--- src/rtl/lfsr_pkg.sv ---
// Shared LFSR definitions: feedback mode, maximal-length default tap masks
// and the lock-up value helper.
package lfsr_pkg;

  typedef enum logic {FB_XOR, FB_XNOR} lfsr_fb_t;

  localparam logic [3:0]  LFSR_TAPS_4  = 4'b1100;
  localparam logic [7:0]  LFSR_TAPS_8  = 8'hB8;
  localparam logic [15:0] LFSR_TAPS_16 = 16'hD008;
  localparam logic [31:0] LFSR_TAPS_32 = 32'h8020_0003;

  // XOR feedback gets stuck at all-zeros, XNOR feedback at all-ones.
  function automatic logic [31:0] lfsr_lockup_val(input int width, input lfsr_fb_t mode);
    logic [31:0] v;
    v = '0;
    if (mode == FB_XNOR) begin
      for (int i = 0; i < 32; i++) begin
        if (i < width) v[i] = 1'b1;
      end
    end
    return v;
  endfunction

endpackage

--- src/rtl/lfsr_gen_tick_prescaler.sv ---
// Free-running prescaler: raises step for one cycle each time the enabled
// counter reaches MAX_COUNT; clear restarts the count.
module tick_prescaler #(
  parameter int COUNT_WIDTH = 32,
  parameter int MAX_COUNT   = 25_000_000
) (
  input  logic clk,
  input  logic rst,
  input  logic enable,
  input  logic clear,
  output logic step
);

  localparam logic [COUNT_WIDTH-1:0] TERM = COUNT_WIDTH'(MAX_COUNT);

  logic [COUNT_WIDTH-1:0] count;

  always_ff @(posedge clk) begin
    if (rst) begin
      count <= '0;
    end else if (clear) begin
      count <= '0;
    end else if (enable) begin
      if (count == TERM) count <= '0;
      else               count <= count + COUNT_WIDTH'(1);
    end
  end

  assign step = enable && !clear && (count == TERM);

endmodule

--- src/rtl/lfsr_gen.sv ---
// Parametrised Fibonacci LFSR pattern generator stepped by a prescaler tick.
// Optional macro LFSR_LOCKUP_RECOVER_EN reseeds the state out of lock-up.
module lfsr_gen
  import lfsr_pkg::*;
#(
  parameter int               WIDTH       = 4,
  parameter logic [WIDTH-1:0] TAPS        = 4'b1100,
  parameter int               XNOR_MODE   = 1,
  parameter logic [WIDTH-1:0] SEED        = '0,
  parameter int               COUNT_WIDTH = 32,
  parameter int               MAX_COUNT   = 25_000_000
) (
  input  logic             clk,
  input  logic             rst,
  input  logic             enable,
  input  logic             load,
  input  logic [WIDTH-1:0] seed_in,
  output logic [WIDTH-1:0] out,
  output logic             tick,
  output logic             lockup
);

  localparam lfsr_fb_t         FB_MODE  = (XNOR_MODE != 0) ? FB_XNOR : FB_XOR;
  localparam logic [31:0]      LOCK_ALL = lfsr_lockup_val(WIDTH, FB_MODE);
  localparam logic [WIDTH-1:0] LOCK_VAL = LOCK_ALL[WIDTH-1:0];

  logic             step;
  logic             fb;
  logic [WIDTH-1:0] shifted;
  logic [WIDTH-1:0] nxt;

  tick_prescaler #(
    .COUNT_WIDTH (COUNT_WIDTH),
    .MAX_COUNT   (MAX_COUNT)
  ) u_prescaler (
    .clk    (clk),
    .rst    (rst),
    .enable (enable),
    .clear  (load),
    .step   (step)
  );

  assign fb      = (^(out & TAPS)) ^ (FB_MODE == FB_XNOR);
  assign shifted = {out[WIDTH-2:0], fb};

`ifdef LFSR_LOCKUP_RECOVER_EN
  // A lock-up seed would recover straight back into lock-up, so perturb bit 0.
  localparam logic [WIDTH-1:0] RECOVER_VAL =
    (SEED == LOCK_VAL) ? (SEED ^ WIDTH'(1)) : SEED;
  assign nxt = (out == LOCK_VAL) ? RECOVER_VAL : shifted;
`else
  assign nxt = shifted;
`endif

  always_ff @(posedge clk) begin
    if (rst) begin
      out    <= SEED;
      tick   <= 1'b0;
      lockup <= (SEED == LOCK_VAL);
    end else if (load) begin
      out    <= seed_in;
      tick   <= 1'b0;
      lockup <= (seed_in == LOCK_VAL);
    end else if (step) begin
      out    <= nxt;
      tick   <= 1'b1;
      lockup <= (nxt == LOCK_VAL);
    end else begin
      tick   <= 1'b0;
    end
  end

endmodule
--- config.mk ---
export PLATFORM = sky130hd
export DESIGN_NAME = lfsr_gen
export DESIGN_NICKNAME = d
export VERILOG_FILES = /design/src/rtl/lfsr_pkg.sv /design/src/rtl/lfsr_gen_tick_prescaler.sv /design/src/rtl/lfsr_gen.sv
export SDC_FILE = /design/constraint.sdc
export NUM_CORES = 1
export LEC_CHECK = 0
export ABC_CLOCK_PERIOD_IN_PS = 3100
export CAP_MARGIN = 20
export CORE_AREA = 4 4 62 64
export CTS_CLUSTER_DIAMETER = 80
export DETAILED_ROUTE_END_ITERATION = 10
export DIE_AREA = 0 0 66 68
export HOLD_SLACK_MARGIN = 0.15
export PLACE_DENSITY = 0.82
export SLEW_MARGIN = 10
export SYNTH_ARGS = -nofsm -noshare
export SYNTH_HDL_FRONTEND = slang
export SYNTH_SLANG_ARGS = --single-unit
--- constraint.sdc ---
create_clock -name clk -period 3.1 [get_ports clk]
set_input_delay 0.62 -clock clk [delete_from_list [all_inputs] [get_ports clk]]
set_output_delay 0.62 -clock clk [all_outputs]
set_load 0.02 [all_outputs]
==> metrics.txt <==
# TYPE chip_impl_metric gauge
chip_impl_info{name="outcome",value="finished, final reports clean"} 1
chip_impl_metric{name="yosysUniqueCellTypes",unit=""} 35
chip_impl_metric{name="clock-sinks",unit=""} 38
chip_impl_metric{name="timing.clock.skew",unit="ns"} 0.0135
chip_impl_metric{name="totalWireLength",unit="µm"} 3620
chip_impl_metric{name="post_cts.repair.setup_buffers",unit=""} 0
chip_impl_metric{name="final_layout_size_suffix_gt1_frac",unit=""} 0.0991
chip_impl_metric{name="dr.pass1.iters",unit=""} 4
chip_impl_metric{name="wl_met2",unit="µm"} 1640
chip_impl_metric{name="synth_async_sr_flop_share",unit=""} 0
chip_impl_metric{name="post-route-period-util",unit=""} 0.737
chip_impl_metric{name="tritoncts.num_buffers",unit=""} 5
chip_impl_metric{name="postCtsHoldBufs",unit=""} 0
chip_impl_metric{name="placeableCoreArea",unit="mm²"} 0.00328
chip_impl_metric{name="worstPathArrival",unit="ns"} 2.53
chip_impl_metric{name="start_util",unit=""} 0.606
chip_impl_metric{name="worst_hold_slack",unit="ns"} 0.501
chip_impl_metric{name="final-max-slew-violation-count",unit=""} 0
chip_impl_info{name="synth_largest_area_cell",value="dfxtp_1"} 1
chip_impl_metric{name="total_power",unit="mW"} 0.805
chip_impl_metric{name="timing_hold_violations_final",unit=""} 0
chip_impl_metric{name="routed_wire_length_per_instance",unit="µm"} 13.0
chip_impl_metric{name="syn-num-nets",unit=""} 230
chip_impl_metric{name="num_rows",unit=""} 21
chip_impl_metric{name="cp.required",unit="ns"} 3.35
chip_impl_metric{name="postRouteAntennaNets",unit=""} 0
chip_impl_info{name="worstSetupEndpointType",value="flip-flop"} 1
chip_impl_metric{name="place_hpwl",unit="µm"} 2660
chip_impl_metric{name="clock_latency",unit="ns"} 0.35
chip_impl_metric{name="postcts_resize_cnt",unit=""} 0
chip_impl_metric{name="yosysWarningCount",unit=""} 0
chip_impl_metric{name="detail_route.iter0.violations",unit=""} 73
chip_impl_metric{name="post_synthesis_sequential_element_count",unit=""} 38
chip_impl_metric{name="clk_transition_reported_paths",unit="ns"} 0.10
chip_impl_metric{name="maxCapViolations",unit=""} 0
chip_impl_metric{name="finalCoreUtilization",unit=""} 0.661
chip_impl_metric{name="io_pins",unit=""} 14
chip_impl_metric{name="worst_slew_margin_rel",unit=""} 0.677
chip_impl_metric{name="route.vias.total",unit=""} 1502
chip_impl_metric{name="crit_path_max_fanout",unit=""} 17
chip_impl_metric{name="placedInstanceArea",unit="mm²"} 0.00212
chip_impl_info{name="min-delay-path-class",value="flip-flop to flip-flop"} 1
chip_impl_info{name="cts_root_cell",value="clkbuf_4"} 1
chip_impl_metric{name="fmax",unit="MHz"} 438
chip_impl_metric{name="h_tree_level_count",unit=""} 2
chip_impl_metric{name="port_buffers",unit=""} 13
chip_impl_metric{name="chipHeight",unit="µm"} 68
chip_impl_metric{name="setup_viol_count_final",unit=""} 0
chip_impl_info{name="top_cell_types_by_occurrence_after_synthesis",value="dfxtp_1 (38), nor2_1 (38), nand2_1 (19)"} 1
chip_impl_metric{name="die_width",unit="µm"} 66
chip_impl_metric{name="global_route.overflow_total",unit=""} 0
chip_impl_info{name="grt_setup_unrepaired",value="false"} 1
chip_impl_metric{name="total_negative_slack",unit="ns"} 0
chip_impl_metric{name="cell_count_after_synthesis",unit=""} 220
chip_impl_metric{name="maximum_number_of_pins_on_one_net_before_global_route_repair",unit=""} 18
chip_impl_metric{name="synth_edf_count",unit=""} 0
chip_impl_metric{name="yosysSeqAreaShare",unit=""} 0.382
chip_impl_metric{name="floorplan.die_area",unit="mm²"} 0.00449
chip_impl_metric{name="post_drt_via_cell_ratio",unit=""} 5.40
chip_impl_info{name="cts_tree",value="done"} 1
chip_impl_metric{name="design_area_final",unit="mm²"} 0.00217
chip_impl_metric{name="global_route_wire_length_before_repair",unit="µm"} 6360
chip_impl_metric{name="clockBufferDepth",unit=""} 2
chip_impl_metric{name="vias_in_the_first_global_route",unit=""} 1418
chip_impl_metric{name="finalNetCount",unit=""} 243
chip_impl_metric{name="p_per_area",unit="mW/mm²"} 371
chip_impl_info{name="worstSetupPathType",value="primary input to flip-flop"} 1
chip_impl_metric{name="n_diodes",unit=""} 0
chip_impl_metric{name="drt-met1-wl",unit="µm"} 1770
chip_impl_metric{name="placer_congestion_estimate",unit=""} 0.836
chip_impl_metric{name="nFillCells",unit=""} 284
chip_impl_info{name="start_kind",value="primary input"} 1
chip_impl_info{name="ys_dominant_reg_cell",value="dfxtp_1"} 1
chip_impl_info{name="ys_top_cells_by_area",value="dfxtp_1 (38%), xnor2_1 (7.5%), nor2_1 (7.2%)"} 1
chip_impl_metric{name="finalWorstPathRequiredPeriod",unit="ns"} 2.29
chip_impl_metric{name="area_growth_syn_to_layout",unit="%"} 8.99
chip_impl_metric{name="grt_antenna_before_repair",unit=""} 0
chip_impl_metric{name="synth_top_cell_area_share",unit=""} 0.382
chip_impl_metric{name="global_route.usage.total",unit=""} 0.187
chip_impl_metric{name="syn_area",unit="mm²"} 0.00199
chip_impl_metric{name="timing_worst_slew_pin_value",unit="ns"} 0.485
chip_impl_metric{name="avgSynthCellArea",unit="µm²"} 9.05
chip_impl_metric{name="post-route-drc-count",unit=""} 0
chip_impl_info{name="routed.top_layer",value="met4"} 1
chip_impl_metric{name="met3_wl_post_dr",unit="µm"} 150
chip_impl_metric{name="ir_worst_vdd",unit="µV"} 234
chip_impl_metric{name="p_leak",unit="nW"} 0.719
-- sequential cells by signal (all words and copies together), names as in the netlist --
register	flops
out	4
lockup	1
u_prescaler.count	32
tick	1
-- cells by family after synthesis --
family / share of synthesized area
fa+ha+maj: 0.0126
xor+xnor: 0.141
buf+inv: 0.0471
mux: 0.0101
compound gates: 0.0339
flops: 0.382
simple gates: 0.373
-- routing by layer --
metal  GRT usage  up-vias
met5           0        -
met4      0.0761        0
li1            -      777
met1       0.233      696
met3      0.0558        6
met2       0.303       23
-- worst paths after layout --
check	start	end	slack [ns]	cells past startpoint
setup / recovery	enable	lockup$_SDFFE_PP0P_	0.81	7
hold / removal	lockup$_SDFFE_PP0P_	lockup$_SDFFE_PP0P_	0.50	1
setup reg to reg	u_prescaler.count[0]$_SDFFE_PP0P_	lockup$_SDFFE_PP0P_	1.11	8
hold reg to reg	lockup$_SDFFE_PP0P_	lockup$_SDFFE_PP0P_	0.50	1
-- worst max-delay path, cell delays in order --
cell             delay, ns
clkdlybuf4s50_1       0.62
nor4bb_1              0.28
nand4_1               0.23
o31ai_4               0.30
or2_1                 0.18
buf_4                 0.22
a2bb2oi_1             0.09
-- placed cells by master, fill, tap and decap left out, types with 3 or more instances in the layout --
| cell type | synthesis | final |
|---|---|---|
| xnor2_1 | 17 | 17 |
| and3_1 | 4 | 4 |
| xor2_1 | 15 | 15 |
| nand3_1 | 15 | 15 |
| nor4_4 | 3 | 3 |
| nor3_1 | 9 | 9 |
| nor2b_1 | 3 | 3 |
| nor2_1 | 38 | 38 |
| nand4_1 | 9 | 9 |
| inv_1 | 5 | 5 |
| clkdlybuf4s50_1 | 0 | 13 |
| clkbuf_4 | 0 | 5 |
| o21ai_0 | 3 | 3 |
| nor4_1 | 3 | 3 |
| dfxtp_1 | 38 | 38 |
| nor4b_2 | 5 | 5 |
| nand2_1 | 19 | 19 |
-- power by group --
part	internal, mW	switching [mW]
Clock	0.102	0.151
Combinational	0.0262	0.0270
Sequential	0.493	0.00538
Total	0.622	0.183
-- final cells by class --
cell class | instances | area [µm²] | area share
inverter | 5 | 18.8 | 0.00865
sequential | 38 | 761 | 0.351
clock buffer | 6 | 51.3 | 0.0236
timing repair buffer | 15 | 145 | 0.0669
multi-input combinational | 168 | 1140 | 0.524
tap | 46 | 57.6 | 0.0265
-- through the flow --
stage / std cells / setup WS, ns
after global routing: 278 / 0.684
after floorplan: 220 / 1.14
final: 278 / 0.814
after detailed placement: 272 / 0.427
after CTS: 278 / 0.807
after global placement: 272 / 0.543
No activity file was read; power rests on OpenSTA's default activity.
==> patch 1 (same flow settings) <==
Change the parameter `WIDTH` from 4 to 5.
--- a/src/rtl/lfsr_gen.sv
+++ b/src/rtl/lfsr_gen.sv
@@ -4,5 +4,5 @@
   import lfsr_pkg::*;
 #(
-  parameter int               WIDTH       = 4,
+  parameter int               WIDTH       = 5,
   parameter logic [WIDTH-1:0] TAPS        = 4'b1100,
   parameter int               XNOR_MODE   = 1,
Ports: changed (resized out and seed_in); port bits go from 14 to 16. No check against the original RTL was run, so the function may have changed too.
==> patch 1 against the original RTL <==
  * Sequential cell count increased by 1
  * Utilization increased by 0.99 points
  * Wire length increased by 8.5%
  * Design area increased by 1.5%
  * Total power increased by 2.4%
  * Setup slack got worse by 0.19 ns
  * Synthesized area decreased by 1.8%
  * Final cell count increased by 7.9%
  * Critical endpoint is now u_prescaler.count[31]
  * Largest power group unchanged
==> patch 1: results <==
export IMPL_endpoint="u_prescaler.count[31]"
export IMPL_netlist_instances=237
export IMPL_finalNetCount=264
export IMPL_final_cells=300
export IMPL_cp_arrival_ns=2.77
export IMPL_status="finished clean"
export IMPL_gp_congestion=0.824
export IMPL_dpl_cell_count=292
export IMPL_syn_num_nets=248
export IMPL_buf_share=0.0886
export IMPL_synth_area_top_cells="dfxtp_1 40%, xnor2_1 9.4%, nor2_1 7.1%, nand2_1 3.8%, nor3_1 3.6%"
export IMPL_grt_pass1_vias=1496
export IMPL_ys_types=38
export IMPL_critical_path_top_delay_family="simple AND/OR/NAND/NOR gates"
export IMPL_vdd_drop_max_v=0.000214
export IMPL_clk_share=0.0227
export IMPL_sh_seq_area=0.355
export IMPL_pwr_share_clk=0.297
export IMPL_hpwl_mm=2.86
export IMPL_design_seq_count=39
export IMPL_seq_area_frac_synth=0.399
export IMPL_leakagePower_nw=0.715
export IMPL_fill_cells=285
export IMPL_drive_gt1_frac=0.0787
export IMPL_grt_max_degree=17
export IMPL_max_slew_margin=0.685
export IMPL_drt_iter0_markers=137
export IMPL_top_regs="u_prescaler.count (32), out (5)"
export IMPL_r2r_cells=6
export IMPL_yosys_top_cells_count="39 x dfxtp_1, 37 x nor2_1, 21 x xnor2_1, 20 x nand2_1, 14 x nor3_1"
export IMPL_grtUsageTotal=0.194
export IMPL_multi_input_area_um2=1090
export IMPL_vias=1656
export IMPL_rrSetupSlack_ns=0.87
export IMPL_inv_count=8
export IMPL_worstHoldPathCells=2
export IMPL_n_all_buffers=21
export IMPL_max_stage_delay_ns=0.59
export IMPL_skew_ns=0.00970
export IMPL_post_route_util=0.670
export IMPL_p_sw_frac=0.237
patch 1: logic make-up (layout without fill, tap and decap cells):
group / after synthesis / in the layout / share of synthesized area
AND/OR/NAND/NOR: 127 / 127 / 0.346
XOR/XNOR: 28 / 28 / 0.125
AO/OA/AOI/OAI: 17 / 17 / 0.0525
buffers and inverters: 20 / 37 / 0.0441
multiplexers: 4 / 4 / 0.0205
flip-flops: 39 / 39 / 0.399
adder cells (fa/ha/maj): 2 / 2 / 0.0128
patch 1: metal layers:
metal  wire length [um]  share of wire  track usage  vias to the layer above
met5                  0              0            0                        -
met4                 59          0.015       0.0838                        0
met3                247          0.063       0.0558                        5
met2               1790           0.46        0.309                       46
met1               1830           0.47        0.245                      750
li1                   -              -            -                      855
patch 1: through the flow:
stage	total power, mW	worst slack (ns)
after floorplan	0.560	0.637
after global placement	0.590	0.300
after detailed placement	0.591	0.250
after CTS	0.831	0.622
after global routing	0.866	0.581
final	0.824	0.623
==> patch 2 (same settings) <==
Made on the original files. Put one more register stage on the output `tick`, with the module's reset. The value now appears one clock later. The other outputs are not delayed to match.
--- a/src/rtl/lfsr_gen.sv
+++ b/src/rtl/lfsr_gen.sv
@@ -24,4 +24,6 @@
   localparam logic [31:0]      LOCK_ALL = lfsr_lockup_val(WIDTH, FB_MODE);
   localparam logic [WIDTH-1:0] LOCK_VAL = LOCK_ALL[WIDTH-1:0];
+
+  logic tick_s0;
 
   logic             step;
@@ -56,16 +58,24 @@
     if (rst) begin
       out    <= SEED;
-      tick   <= 1'b0;
+      tick_s0 <= 1'b0;
       lockup <= (SEED == LOCK_VAL);
     end else if (load) begin
       out    <= seed_in;
-      tick   <= 1'b0;
+      tick_s0 <= 1'b0;
       lockup <= (seed_in == LOCK_VAL);
     end else if (step) begin
       out    <= nxt;
-      tick   <= 1'b1;
+      tick_s0 <= 1'b1;
       lockup <= (nxt == LOCK_VAL);
     end else begin
-      tick   <= 1'b0;
+      tick_s0 <= 1'b0;
+    end
+  end
+
+  always_ff @(posedge clk) begin
+    if (rst) begin
+      tick <= '0;
+    end else begin
+      tick <= tick_s0;
     end
   end
Formal check against the unedited RTL: same outputs for any inputs over 10 cycles, from zero or initial values and one cycle with rst high; that may be too few to reach the edited logic, so the function may still have changed.
==> patch 2 against the original RTL <==
  * Wire length down 1.8%
  * Synthesized area down 4.8%
  * Sequential cell count up 1
  * Setup slack worse by 0.11 ns
  * Maximum frequency down 4.6%
  * Total power up 2.3%
  * Global-route usage down 1.1 points
  * Clock power up 5%
  * Design area down 3.9%
  * Largest cell class unchanged
==> patch 2: results <==
export IMPL_cp_arrival_ns=2.63
export IMPL_drt_met1_wl_mm=1.67
export IMPL_vias=1568
export IMPL_max_slew_margin=0.730
export IMPL_htree_levels=2
export IMPL_insertion_delay_ns=0.35
export IMPL_crit_fanout=30
export IMPL_nMultiInputCombCells=167
export IMPL_finalNetCount=243
export IMPL_hp_class="register to register"
export IMPL_clk_share=0.0270
export IMPL_dpl_cell_count=272
export IMPL_grt_overflow=0
export IMPL_grt_first_pass_wirelength_mm=6.16
export IMPL_gp_congestion=0.865
export IMPL_wire_per_inst_um=12.7
export IMPL_drive_gt1_frac=0.0644
export IMPL_grt_pass1_vias=1440
export IMPL_grt_max_degree=31
export IMPL_place_ws_ns=0.352
export IMPL_post_cts_buffers=0
export IMPL_n_all_buffers=14
export IMPL_hpwl_mm=2.57
export IMPL_wl_met3_um=153
export IMPL_seq_area_frac_synth=0.412
export IMPL_ys_types=32
export IMPL_fill_cells=290
export IMPL_yosys_top_cells_count="42 x nor2_1, 39 x dfxtp_1, 21 x xnor2_1, 15 x nand2_1"
export IMPL_cts_resized=0
export IMPL_top_regs="u_prescaler.count (32), out (4)"
export IMPL_status="finished clean"
export IMPL_n_clock_buffer=6
export IMPL_grtUsageTotal=0.176
export IMPL_skew_ns=0.00696
export IMPL_leakagePower_nw=0.647
export IMPL_yosysWarningCount=0
export IMPL_drv_cap=0
export IMPL_syn_num_nets=232
export IMPL_sh_seq_area=0.374
export IMPL_postSynthAreaPerCell_um2=8.54
export IMPL_routed_wl_met2_mm=1.67
export IMPL_multi_input_area_share=0.494
export IMPL_design_seq_count=39
export IMPL_vdd_drop_max_v=0.000262
export IMPL_root_buffer="clkbuf_4"
export IMPL_buf_share=0.0660
export IMPL_finalWirelength_mm=3.56
export IMPL_areaGrowthSynthToFinish_pct=10.0
export IMPL_placed_area_um2=2030
export IMPL_critical_path_top_delay_family="simple AND/OR/NAND/NOR gates"
export IMPL_synth_area_top_cells="dfxtp_1 41%, xnor2_1 9.7%, nor2_1 8.3%, xor2_1 4.6%, nand4_1 4.0%"
export IMPL_inv_count=6
export IMPL_port_buffers=13
export IMPL_drt_iter0_markers=112
## patch 2: worst paths after layout
kind,startpoint,end,slack (ns),depth (start not counted)
worst max register to register,u_prescaler.count[25],u_prescaler.count[10],0.85,5
worst max-delay path,enable,u_prescaler.count[10],0.70,6
worst min-delay path,tick_s0,tick,0.45,1
worst min register to register,tick_s0,tick,0.45,1
## patch 2: cell families after synthesis
family	after synthesis	synth area share
xor gates and xnor gates	31	0.143
and+or+nand+nor	121	0.333
DFF	39	0.412
adders and majority gates	2	0.0132
buffers and inverters	16	0.0442
muxes	5	0.0271
AOI/OAI and AO/OA	8	0.0271
## patch 2: power by group
group | total (mW) | internal (mW) | switching (mW)
registers | 0.510 | 0.505 | 0.00502
logic | 0.0481 | 0.0233 | 0.0248
clock network | 0.265 | 0.105 | 0.160
## patch 2: per-layer routing
metal	up-vias	global-route usage
met3	7	0.0394
met4	0	0.0685
met1	739	0.217
li1	783	-
met5	-	0
met2	39	0.299
